File: src/rtl/uart_rx_param.sv
// Parametrised UART receiver: mid-bit sampling of a 2-flop synchronised rx line,
// configurable data width, parity and stop bits, with a valid/ready output holding register.
module uart_rx_param #(
    parameter int CLKS_PER_BIT = 16,
    parameter int DATA_BITS    = 8,
    parameter int PARITY_EN    = 1,
    parameter int PARITY_ODD   = 0,
    parameter int STOP_BITS    = 1
) (
    input  logic                 clk,
    input  logic                 rst,
    input  logic                 rx,
    output logic [DATA_BITS-1:0] data_out,
    output logic                 data_valid,
    input  logic                 data_ready,
    output logic                 parity_err,
    output logic                 frame_err,
    output logic                 overrun,
    output logic                 busy
);

    localparam int TICK_W = $clog2(CLKS_PER_BIT);
    localparam logic [TICK_W-1:0] BIT_RELOAD  = TICK_W'(CLKS_PER_BIT - 1);
    localparam logic [TICK_W-1:0] HALF_RELOAD = TICK_W'(CLKS_PER_BIT / 2 - 1);
    localparam logic [3:0] LAST_DATA = 4'(DATA_BITS - 1);
    localparam logic [3:0] LAST_STOP = 4'(STOP_BITS - 1);
    localparam logic PARITY_SENSE = (PARITY_ODD != 0);

    typedef enum logic [2:0] {
        IDLE,
        START,
        DATA,
        PARITY,
        STOP,
        WAIT_IDLE
    } state_t;

    state_t                state_q, state_d;
    logic                  rx_meta, rx_s;
    logic [TICK_W-1:0]     tick_q, tick_d;
    logic [3:0]            bit_cnt_q, bit_cnt_d;
    logic [DATA_BITS-1:0]  shift_q, shift_d;
    logic                  par_acc_q, par_acc_d;
    logic                  par_bad_q, par_bad_d;
    logic                  tick_done;
    logic                  deliver;
    logic                  stop_fail;

    // NOTE: sequential state uses non-blocking assignments and a synchronous reset
    // sampled only on the clock edge.
    always_ff @(posedge clk) begin
        if (rst) begin
            rx_meta <= 1'b1;
            rx_s    <= 1'b1;
        end else begin
            rx_meta <= rx;
            rx_s    <= rx_meta;
        end
    end

    assign tick_done = (tick_q == '0);
    assign busy      = (state_q != IDLE);

    // NOTE: every variable gets a default first so no path through the case infers a latch.
    always_comb begin
        state_d   = state_q;
        tick_d    = tick_q;
        bit_cnt_d = bit_cnt_q;
        shift_d   = shift_q;
        par_acc_d = par_acc_q;
        par_bad_d = par_bad_q;
        deliver   = 1'b0;
        stop_fail = 1'b0;

        if (state_q != IDLE && state_q != WAIT_IDLE && !tick_done) begin
            tick_d = tick_q - TICK_W'(1);
        end

        case (state_q)
            IDLE: begin
                if (!rx_s) begin
                    state_d   = START;
                    tick_d    = HALF_RELOAD;
                    bit_cnt_d = '0;
                    par_acc_d = 1'b0;
                    par_bad_d = 1'b0;
                end
            end
            START: begin
                if (tick_done) begin
                    if (rx_s) begin
                        state_d = IDLE;
                    end else begin
                        state_d = DATA;
                        tick_d  = BIT_RELOAD;
                    end
                end
            end
            DATA: begin
                if (tick_done) begin
                    shift_d   = {rx_s, shift_q[DATA_BITS-1:1]};
                    par_acc_d = par_acc_q ^ rx_s;
                    tick_d    = BIT_RELOAD;
                    if (bit_cnt_q == LAST_DATA) begin
                        bit_cnt_d = '0;
                        state_d   = (PARITY_EN != 0) ? PARITY : STOP;
                    end else begin
                        bit_cnt_d = bit_cnt_q + 4'd1;
                    end
                end
            end
            PARITY: begin
                if (tick_done) begin
                    par_bad_d = (rx_s != (par_acc_q ^ PARITY_SENSE));
                    tick_d    = BIT_RELOAD;
                    state_d   = STOP;
                end
            end
            STOP: begin
                if (tick_done) begin
                    tick_d = BIT_RELOAD;
                    if (!rx_s) begin
                        stop_fail = 1'b1;
                        state_d   = WAIT_IDLE;
                    end else if (bit_cnt_q == LAST_STOP) begin
                        // Returning to IDLE mid-stop-bit lets a back-to-back start edge be seen.
                        deliver = 1'b1;
                        state_d = IDLE;
                    end else begin
                        bit_cnt_d = bit_cnt_q + 4'd1;
                    end
                end
            end
            WAIT_IDLE: begin
                if (rx_s) begin
                    state_d = IDLE;
                end
            end
            default: state_d = IDLE;
        endcase
    end

    always_ff @(posedge clk) begin
        if (rst) begin
            state_q   <= IDLE;
            tick_q    <= '0;
            bit_cnt_q <= '0;
            shift_q   <= '0;
            par_acc_q <= 1'b0;
            par_bad_q <= 1'b0;
        end else begin
            state_q   <= state_d;
            tick_q    <= tick_d;
            bit_cnt_q <= bit_cnt_d;
            shift_q   <= shift_d;
            par_acc_q <= par_acc_d;
            par_bad_q <= par_bad_d;
        end
    end

    // Holding register: a new word may replace the old one only if it was just accepted.
    always_ff @(posedge clk) begin
        if (rst) begin
            data_out   <= '0;
            data_valid <= 1'b0;
            parity_err <= 1'b0;
            frame_err  <= 1'b0;
            overrun    <= 1'b0;
        end else begin
            frame_err <= stop_fail;
            overrun   <= 1'b0;
            if (data_valid && data_ready) begin
                data_valid <= 1'b0;
            end
            if (deliver) begin
                if (!data_valid || data_ready) begin
                    data_out   <= shift_q;
                    parity_err <= par_bad_q;
                    data_valid <= 1'b1;
                end else begin
                    overrun <= 1'b1;
                end
            end
        end
    end

endmodule

File: config.mk
export PLATFORM = sky130hd
export DESIGN_NAME = uart_rx_param
export DESIGN_NICKNAME = d
export VERILOG_FILES = /design/src/rtl/uart_rx_param.sv
export SDC_FILE = /design/constraint.sdc
export NUM_CORES = 1
export LEC_CHECK = 0
export ABC_CLOCK_PERIOD_IN_PS = 1700
export CORE_MARGIN = 5
export CORE_UTILIZATION = 50
export CTS_BUF_LIST = sky130_fd_sc_hd__clkbuf_16
export DETAILED_ROUTE_END_ITERATION = 6
export GPL_TIMING_DRIVEN = 0
export PLACE_DENSITY = 0.7
export SLEW_MARGIN = 10
export SYNTH_ARGS = -nofsm -noshare
export SYNTH_HDL_FRONTEND = slang
export SYNTH_SLANG_ARGS = --single-unit
File: constraint.sdc
create_clock -name clk -period 1.7 [get_ports clk]
set_input_delay 0.255 -clock clk [delete_from_list [all_inputs] [get_ports clk]]
set_output_delay 0.255 -clock clk [all_outputs]
set_load 0.005 [all_outputs]
Word level (Yosys, flattened, before mapping). Cells that the tools add are included.

Equal/unequal tests: 18. Reduce and logical (&&, ||, !) cells: 22. Bitwise operators: 4. $add $sub $neg: 2. Muxes and demuxes: 38.

Operators by type and width (count): 2-to-1 mux 4 bit (11); 2-to-1 mux 3 bit (9); case mux 4 bit (3 select lines) (2); inequality test 2 bit, second input constant (9); case mux 3 bit (6 select lines) (1); 2-to-1 mux 1 bit (12); zero test 4 bit (2); AND reduction 8 bit (1); == test 3 x 2 -> 1 bit, second input constant (2); == test 3 bit, second input constant (2); inequality test 3 bit, second input constant (2); AND reduction 3 bit (2); AND reduction 6 bit (1); nonzero test 3 bit (2); OR reduction 3 bit (2); adder 4 x 1 -> 4 bit, second input constant (1); == test 4 x 3 -> 1 bit, second input constant (1); case mux 1 bit (2 select lines) (2); AND reduction 2 bit (2); nonzero test 2 bit (2); subtractor 4 x 1 -> 4 bit, second input constant (1); == test 3 x 1 -> 1 bit, second input constant (1); logical AND 1 bit (3); zero test 3 bit (1); other kinds (7) (10).

Flip-flop bits (word level): 35.

Longest topological paths before layout.
Depth in word-level cells: 7. Gate-level depth with buffers: 7. Gate-level depth less buffers: 6.

Least setup slack after synthesis. OpenSTA, ideal clock, no wires.

Kind: reg-to-reg. Start point: register tick_q[0]. End point: register tick_q[1]. Setup slack: -0.010 ns. Arrival time: 1.639 ns. Path buffers: 0. Period minus slack after synthesis: 1.710 ns. Cell stages (with the launch flop): 7. Library setup time: 0.071 ns. Cell sequence: dfxtp_1 -> inv_1 -> ha_1 -> or3b_2 -> o21ai_0 -> mux2_2 -> a21oi_1.

Cells in the longest elaborated chain, start to end: 7. Elaborated cells on any way between the ends: 10. Those cells by class: add/sub: 1; mux: 6; reduce/logical: 3.

RTL lines: start, declared (line 40) `logic [TICK_W-1:0] tick_q, tick_d;`; start signal, assigned (line 153) `tick_q <= tick_d;`; branches (longest 6 deep; another with subtractor 4 x 1 -> 4 bit); case mux 4 bit (3 select lines) (*) (line 79) `case (state_q)`.

Mark *: on every way between the ends. A chain may end at the register's enable or synchronous reset.

Worst setup path after layout.
Start point: register bit_cnt_q[0]. End point: register bit_cnt_q[2].

Cells in the longest elaborated chain, start to end: 5. Elaborated cells on any way between the ends: 11. Those cells by class: add/sub: 1; eq/ne: 2; mux: 6; reduce/logical: 2.

RTL lines: start, declared (line 41) `logic [3:0] bit_cnt_q, bit_cnt_d;`; start signal, assigned (line 154) `bit_cnt_q <= bit_cnt_d;`; adder 4 x 1 -> 4 bit (line 108, 130); 2-to-1 mux 4 bit (line 125) `end else if (bit_cnt_q == LAST_STOP) begin`; 2-to-1 mux 4 bit (line 122) `if (!rx_s) begin`; 2-to-1 mux 4 bit (line 120) `if (tick_done) begin`; case mux 4 bit (3 select lines) (line 79).

Several ways; a longest one is shown, not always the timed one. The select of a mux whose other input is x is not followed.

==> flow_metrics.env <==
export IMPL_finalSetupViolations=0
export IMPL_slew_violations=0
export IMPL_pin_count=17
export IMPL_viasPerCell=5.73
export IMPL_r2r_end="bit_cnt_q[2]$_SDFFE_PP0P_"
export IMPL_run_status="complete, no violations"
export IMPL_hold_ws_ps=399
export IMPL_cts_buffers=5
export IMPL_grt_usage_pct=19.6
export IMPL_synthCells=194
export IMPL_io_buffer_count=15
export IMPL_grt_overflow=0
export IMPL_antenna_cells=0
export IMPL_reg2reg_depth=6
export IMPL_synth_edf_count=0
export IMPL_cp_data_required_time_ps=1840
export IMPL_power_density_nw_per_um2=1020
export IMPL_cts_hold_buf=0
export IMPL_drt_pre_antenna_iters=4
export IMPL_grt_busiest_layer="met2"
export IMPL_drt_wl_total_mm=4.33
export IMPL_cts_sinks=35
export IMPL_path_clk_slew_ps=60
export IMPL_dieArea_sq_um=4750
export IMPL_cp_arrival_ps=1790
export IMPL_root_buffer="clkbuf_16"
export IMPL_r2r_start="bit_cnt_q[0]$_SDFFE_PP0P_"
export IMPL_dp_hpwl_mm=2.79
export IMPL_path_class="reg2reg"
export IMPL_synth_seq_cells=35
export IMPL_drtIter0Drc=182
export IMPL_syn_nets=202
export IMPL_maxCapViolations=0
export IMPL_min_path_type="in2reg"
export IMPL_start_util_pct=52.0
export IMPL_yosysSeqAreaShare_pct=40.3
export IMPL_crit_fanout=4
export IMPL_grt_pass1_wl_mm=6.84
export IMPL_grt_max_degree=12
export IMPL_fmax_mhz=607
export IMPL_yosys_warnings=0
export IMPL_area_growth_pct=30.7
export IMPL_met1_usage_pct=23.4
export IMPL_gp_congestion=0.958
export IMPL_min_period_ps=1650
export IMPL_dieWidth_microns=68.9
export IMPL_use_met3_pct=5.19
export IMPL_hold_violations=0
export IMPL_netlist_area_sq_um=1740
export IMPL_htree_levels=2
export IMPL_first_global_vias=1492
export IMPL_synth_avg_cell_area_sq_um=8.95
export IMPL_final_period_utilization_pct=97.0
export IMPL_synth_cell_types=47
export IMPL_fin_util_pct=68.0
export IMPL_rsz0062_at_grt="true"
export IMPL_dieHeight_microns=68.9
export IMPL_tightest_slew_ps=553
export IMPL_p_leak_nw=0.994
export IMPL_clk_latency_ps=280
export IMPL_holdPathStages=2
export IMPL_finClkSkew_ps=5.65
export IMPL_vias=1570
export IMPL_antenna_found_initial=0
export IMPL_core_area_sq_um=3340
export IMPL_rows=21
export IMPL_remaining_drc_errors=0
export IMPL_timing_setup_tns_ps=0
export IMPL_cp_start_kind="flop"
export IMPL_async_flop_share_pct=0
export IMPL_postRouteAntennaNets=0
export IMPL_whs_endpoint="tick_q[3]$_SDFF_PP0_"
export IMPL_wl_per_cell_microns=15.8
export IMPL_grtUsageMet2_pct=31.7
export IMPL_tritoncts="yes"
export IMPL_rrSetupSlack_ps=50
export IMPL_clock_path_buffers=2
export IMPL_min_from="rst"
export IMPL_layout_drive_gt1_share_pct=21.5
export IMPL_irDropWorstVdd_mv=0.679
export IMPL_relSlewSlack_pct=63.1
export IMPL_nets=235
export IMPL_endpoint_kind="flop"
export IMPL_synthFlopType="dfxtp_1"
## placed cells by master (no fill, tap or decap), drive strengths merged, types with 7 or more instances in the layout
| cell type | instances |
|---|---|
| buf | 17 |
| clkdlybuf4s50 | 14 |
| o21ai | 11 |
| inv | 10 |
| clkbuf | 10 |
| dfxtp | 35 |
| mux2i | 19 |
| nor2 | 21 |
| a21oi | 14 |
| nand2 | 7 |
## final cells by class
cell class	count	area [sq um]
Sequential cell	35	707
Buffer	11	81.3
Inverter	9	33.8
Clock inverter	3	16.3
Timing Repair Buffer	26	239
Multi-Input combinational cell	139	1010
Clock buffer	5	125
Fill cell	269	1070
Tap cell	46	57.6
## critical path, stage by stage, from the launching register on
cell	delay (ps)
dfxtp_1	330
inv_1	80
ha_1	170
or3b_4	400
and4_4	220
o221ai_1	210
a211oi_1	100
## metal layers
| layer | up-vias | share of wire [%] |
|---|---|---|
| li1 | 766 | - |
| met1 | 739 | 42 |
| met2 | 55 | 50 |
| met3 | 10 | 4.7 |
| met4 | 0 | 2.4 |
| met5 | - | 0 |
## state kept, by name, summed over array words and instances, names as in the netlist
register and cells:
rx_meta 1, state_q 3, par_bad_q 1, data_valid 1, parity_err 1, bit_cnt_q 4
shift_q 8, tick_q 4, par_acc_q 1, data_out 8, overrun 1, frame_err 1
rx_s 1
## through the flow
step	cells	setup WS, ps	instance area, sq um	power (mW)
after floorplan	194	7.33	1740	1.16
after global placement	255	-307	1940	1.25
after detailed placement	255	-339	1940	1.26
after CTS	266	-9.05	2160	2.21
after global routing	274	-15.9	2270	2.39
final	274	51.7	2270	2.31
## how the worst max path moves through the flow
stage / slack (ps) / from / end / depth (start not counted)
final: 50 / bit_cnt_q[0]$_SDFFE_PP0P_ / bit_cnt_q[2]$_SDFFE_PP0P_ / 6
after global routing: -20 / tick_q[1]$_SDFF_PP0_ / data_out[0]$_SDFFE_PP0P_ / 8
after CTS: -9 / tick_q[0]$_SDFF_PP0_ / data_out[1]$_SDFFE_PP0P_ / 8
after detailed placement: -340 / tick_q[0]$_SDFF_PP0_ / par_bad_q$_SDFFE_PP0P_ / 7
after global placement: -310 / tick_q[0]$_SDFF_PP0_ / par_bad_q$_SDFFE_PP0P_ / 7
after floorplan: 7 / tick_q[0]$_SDFF_PP0_ / tick_q[1]$_SDFF_PP0_ / 6
## report_power, final
part	internal, mW	switching, mW
combinational	0.284	0.275
sequential	0.850	0.0269
clock	0.534	0.339
## cell usage after synthesis (4+ instances only)
cell / count / area, sq um
dfxtp_1: 35 / 701
nor2_1: 21 / 78.8
mux2i_1: 19 / 190
a21oi_1: 14 / 70.1
o21ai_0: 11 / 55.1
inv_1: 9 / 33.8
nand2_1: 7 / 26.3
clkbuf_1: 6 / 22.5
nand3_1: 5 / 25.0
nor3_1: 5 / 25.0
o211ai_1: 5 / 37.5
a211oi_1: 4 / 30.0
ha_1: 4 / 50.1
nor2b_1: 4 / 25.0
## kinds of logic (layout without fill, tap and decap cells)
kind of cell / count (synthesis) / in the layout / share of synthesized area [%]
compound gates: 45 / 45 / 16.4
xor+xnor: 3 / 3 / 1.95
fa+ha+maj: 4 / 4 / 2.88
buf+inv: 20 / 54 / 5.19
flops: 35 / 35 / 40.3
mux: 20 / 20 / 11.6
simple gates: 67 / 67 / 21.6
## repair_timing
action / 4_1_cts / 5_1_grt
pin swaps: 0 / 2
resized for setup: 16 / 22
gates cloned: 0 / 1
setup buffers: 3 / 7
setup endpoints to repair: 20 / 26
No activity file was read; power rests on OpenSTA's default activity.
